--- config.mk ---
export PLATFORM = sky130hd
export DESIGN_NAME = crc_check
export DESIGN_NICKNAME = d
export VERILOG_FILES = /design/src/rtl/crc_check.sv
export SDC_FILE = /design/constraint.sdc
export NUM_CORES = 1
export LEC_CHECK = 0
export BUFFER_PORTS_ARGS = -buffer_cell sky130_fd_sc_hd__buf_4
export CELL_PAD_IN_SITES_DETAIL_PLACEMENT = 1
export CELL_PAD_IN_SITES_GLOBAL_PLACEMENT = 1
export CORE_ASPECT_RATIO = 0.9
export CORE_MARGIN = 2
export CORE_UTILIZATION = 45
export DETAILED_ROUTE_END_ITERATION = 7
export PLACE_DENSITY_LB_ADDON = 0.1
export SLEW_MARGIN = 20
export SYNTH_ARGS = -nofsm -noshare
export SYNTH_HDL_FRONTEND = slang
export SYNTH_SLANG_ARGS = --single-unit
--- constraint.sdc ---
create_clock -name clk -period 2.76 [get_ports clk]
set_input_delay 0.552 -clock clk [delete_from_list [all_inputs] [get_ports clk]]
set_output_delay 0.552 -clock clk [all_outputs]
set_load 0.05 [all_outputs]
--- src/rtl/crc_check.sv ---
// CRC-5 (x^5+x^2+1) codeword checker: captures a 15-bit {payload, crc} word and checks it serially, MSB first.
// Optional saturating error counter is enabled by defining CRC_CHECK_ERRCNT_EN.
module crc_check (
    input  logic        clk,
    input  logic        rst,
    input  logic        en,
    input  logic [14:0] data_in,
    output logic        busy,
    output logic        done,
    output logic        crc_ok,
    output logic [9:0]  data_out,
    output logic [7:0]  err_cnt
);

    // Handshake: en is a one-cycle valid with no ready; it is accepted in IDLE or DONE
    // and ignored in SHIFT, so the source must not present a word while busy is high.
    typedef enum logic [1:0] {
        IDLE  = 2'd0,
        SHIFT = 2'd1,
        DONE  = 2'd2
    } state_t;

    state_t      state, state_nxt;
    logic [14:0] code_q;
    logic [15:0] code_ext;
    logic [4:0]  lfsr_q, lfsr_nxt;
    logic [3:0]  cnt_q;
    logic        bit_cur, fb, start, last;

    assign start    = en && (state != SHIFT);
    assign last     = (state == SHIFT) && (cnt_q == 4'd0);
    // The counter walks the captured word from bit 14 down to bit 0; the payload stays intact.
    assign code_ext = {1'b0, code_q};
    assign bit_cur  = code_ext[cnt_q];
    assign fb       = lfsr_q[4] ^ bit_cur;
    assign lfsr_nxt = {lfsr_q[3:0], 1'b0} ^ (fb ? 5'b00101 : 5'b00000);

    always_ff @(posedge clk or posedge rst) begin
        if (rst) state <= IDLE;
        else     state <= state_nxt;
    end

    always_comb begin
        state_nxt = state;
        busy      = 1'b0;
        done      = 1'b0;
        case (state)
            IDLE: begin
                if (en) state_nxt = SHIFT;
            end
            SHIFT: begin
                busy = 1'b1;
                if (cnt_q == 4'd0) state_nxt = DONE;
            end
            DONE: begin
                done      = 1'b1;
                state_nxt = en ? SHIFT : IDLE;
            end
            default: state_nxt = IDLE;
        endcase
    end

    always_ff @(posedge clk or posedge rst) begin
        if (rst) begin
            code_q   <= 15'd0;
            lfsr_q   <= 5'd0;
            cnt_q    <= 4'd0;
            crc_ok   <= 1'b0;
            data_out <= 10'd0;
        end else if (start) begin
            code_q <= data_in;
            lfsr_q <= 5'd0;
            cnt_q  <= 4'd14;
        end else if (state == SHIFT) begin
            lfsr_q <= lfsr_nxt;
            cnt_q  <= cnt_q - 4'd1;
            if (cnt_q == 4'd0) begin
                crc_ok   <= (lfsr_nxt == 5'd0);
                data_out <= code_q[14:5];
            end
        end
    end

`ifdef CRC_CHECK_ERRCNT_EN
    logic [7:0] err_q;

    always_ff @(posedge clk or posedge rst) begin
        if (rst) begin
            err_q <= 8'd0;
        end else if (last && (lfsr_nxt != 5'd0) && (err_q != 8'hFF)) begin
            err_q <= err_q + 8'd1;
        end
    end

    assign err_cnt = err_q;
`else
    assign err_cnt = 8'd0;
`endif

endmodule
==> qor.txt <==
RSZ-0062 raised after global routing - false
register area share after synthesis - 0.520
largest family of logic cells by synthesized area - multiplexers
Synth area leader - dfrtp_1
FFs w/ async S/R, synth - 1.00
Starting Density - 0.474
diode count - 0
DP HPWL - 2630 microns
DR vias/cell - 5.18
total wire length - 3740 microns
clock skew - 0.00439 ns
worst hold path class - in -> async
total clock sinks - 37
initial antenna violation count - 0
CTS tree - done
Die W - 70.3 microns
# setup viols final - 0
synth top area cells - dfrtp_1 52%, mux2_2 15%, mux2i_1 3.9%
PostCTS Resize Cnt - 0
headroom to the max-slew limit - 0.538
fin nets - 197
Total GRT Usage - 0.184
layout cells sized above 1 - 0.369
clk root buf - clkbuf_8
crit path DAT - 1.62 ns
Residual DRC - 0
CP required - 2.21 ns
worst reg2reg path depth - 4
pin count of the biggest net entering global routing - 38
GRT Residual Overflow - 0
synthesized instance count - 149
status - completed
FF-to-FF setup slack - 0.65 ns
Leakage - 1.03 nW
XOR/XNOR Fraction of Synth Area - 0.0148
DRT Pass-1 Iters - 4
routed wire length per instance - 16.6 microns
Place WS - 0.649 ns
YS warnings - 0
fmax - 460 MHz
CP Max Fanout - 12
Fin Setup TNS - 0 ns
Yosys top cell area share - 0.520
reg-to-reg startpoint - state[1]
post-synth cell types - 33
later-pin clock latency in the skew report - 0.28 ns
setup ws final - 0.584 ns
largest vdd supply drop - 674 uV
CTS Hold Bufs - 0
Least-Margin Pin Slew - 0.692 ns
Post-synth EDFFs - 0
Simple-Gate Fraction of Synth Area - 0.114
clock tree buffer depth - 2
via count - 1,165
initial drt markers - 43
Pwr Density - 1310 mW/mm^2
Tmin final - 2.18 ns
adder-cell share of the synthesized area - 0.00703
first-pass GRT wire length - 6310 microns
Synth Register Bits - 37
Post-DRT Antenna Nets - 0
Final Slew Violations - 0
Worst Setup Path Type - reg -> out
cts bufs inserted - 5
Max-Cap Viols - 0
core box area - 0.00376 sq mm
Port Buffers - 30
post-synthesis compound-gate area fraction - 0.0689
worst hold margin - 0.369 ns
worst r2r dst - data_out[6]
vias in the first global route - 1,251
CP Capture Type - primary output
startpoint types - flop
Die Ht - 63.7 microns
post-synthesis mux area share - 0.197
die area - 0.00448 sq mm
Layout area overhead - 18.0%
period utilization - 0.788
average cell area after synthesis - 11.9 sq um
Post-Syn Area - 0.00178 sq mm
# Post-CTS Setup Buffers - 0
Row Count - 21
Hold Vio Cnt, Final - 0
clock transition at the registers of the reported paths - 0.07 ns
# IOs - 39
GPL Wtd Cong - 0.764
# H-tree levels - 2
Post-synth top flop - dfrtp_1
## cell type report
class,instances,area [sq um]
fillers,403,1660
flip-flops and latches,37,926
multi-input cells,97,746
repair buffers,31,233
clock buffers,7,86.3
well taps,46,57.6
clock inverters,1,30.0
inverters,6,22.5
## per-layer routing
metal  GRT usage  routed length [microns]
met1       0.251                     1750
met2       0.290                     1790
met3      0.0480                      172
met4      0.0505                       27
met5           0                        0
## through the flow
step	power, mW	cells	area [sq um]	util
2_1_floorplan	1.99	156	1810	-
3_3_place_gp	2.22	217	1980	0.528
3_5_place_dp	2.27	217	1980	0.528
4_1_cts	2.77	225	2100	0.559
5_1_grt	2.93	225	2100	0.559
6_report	2.74	225	2100	0.559
## synthesized netlist by cell type, types with 2 or more instances
master / n
clkbuf_1: 2
o21ai_0: 4
buf_6: 2
nor2_1: 6
dfrtp_1: 37
nand2_1: 13
mux2i_1: 7
buf_2: 3
a21oi_1: 2
xnor2_1: 3
and3_1: 2
nand3_1: 7
nand2b_1: 2
nor2b_1: 2
inv_1: 6
o211ai_1: 3
mux2_1: 2
buf_4: 9
mux2_2: 23
## report_power, final
group	switching (mW)	total [mW]	internal, mW
Sequential	0.231	1.02	0.793
Clock	0.185	0.480	0.295
Combinational	0.714	1.24	0.526
## worst max-delay path, cell delays in order, from the launching register on
cell and delay [ns]:
dfrtp_1 0.37, nand2b_1 0.32, inv_1 0.38, buf_4 0.27
## sequential cells by signal (all words and copies together), names as in the netlist
signal and flops:
cnt_q 4, code_q 15, crc_ok 1, data_out 10, lfsr_q 5, state 2
## how the worst max path moves through the flow
stage               startpoint           to  depth (start not counted)
floorplan             state[1]         busy                          3
global placement      state[1]  data_out[9]                          4
detailed placement    state[1]  data_out[6]                          4
CTS                   state[1]         busy                          3
global route          state[1]       crc_ok                          4
finish                state[1]         busy                          3
## layout by cell type (no fill, tap or decap)
cell / n
o21ai_0: 4
nand3_2: 1
o2111a_1: 1
a22oi_2: 1
bufinv_16: 1
clkbuf_1: 1
conb_1: 8
ha_1: 1
nor2_1: 6
o22ai_1: 1
and3_1: 2
mux2_1: 2
inv_1: 6
nand4_4: 1
nand2_1: 13
nand3b_1: 1
nor2b_1: 2
a31oi_1: 1
o22a_1: 1
clkbuf_8: 6
o211ai_1: 3
dfrtp_1: 37
a211o_1: 1
nor3b_2: 1
nand3_1: 7
nand2b_1: 2
xnor2_1: 3
or4_1: 1
o41ai_2: 1
mux2i_1: 7
mux2_2: 23
a21oi_1: 2
buf_4: 31
## cells by family (layout without fill, tap and decap cells)
kind of cell,after synthesis,in the layout
adder cells (fa/ha/maj),1,1
other,1,8
buffers and inverters,22,45
AND/OR/NAND/NOR,37,37
multiplexers,32,32
AO/OA/AOI/OAI,16,16
XOR/XNOR,3,3
flip-flops,37,37
Note: power is estimated with default switching activity, not from simulation.
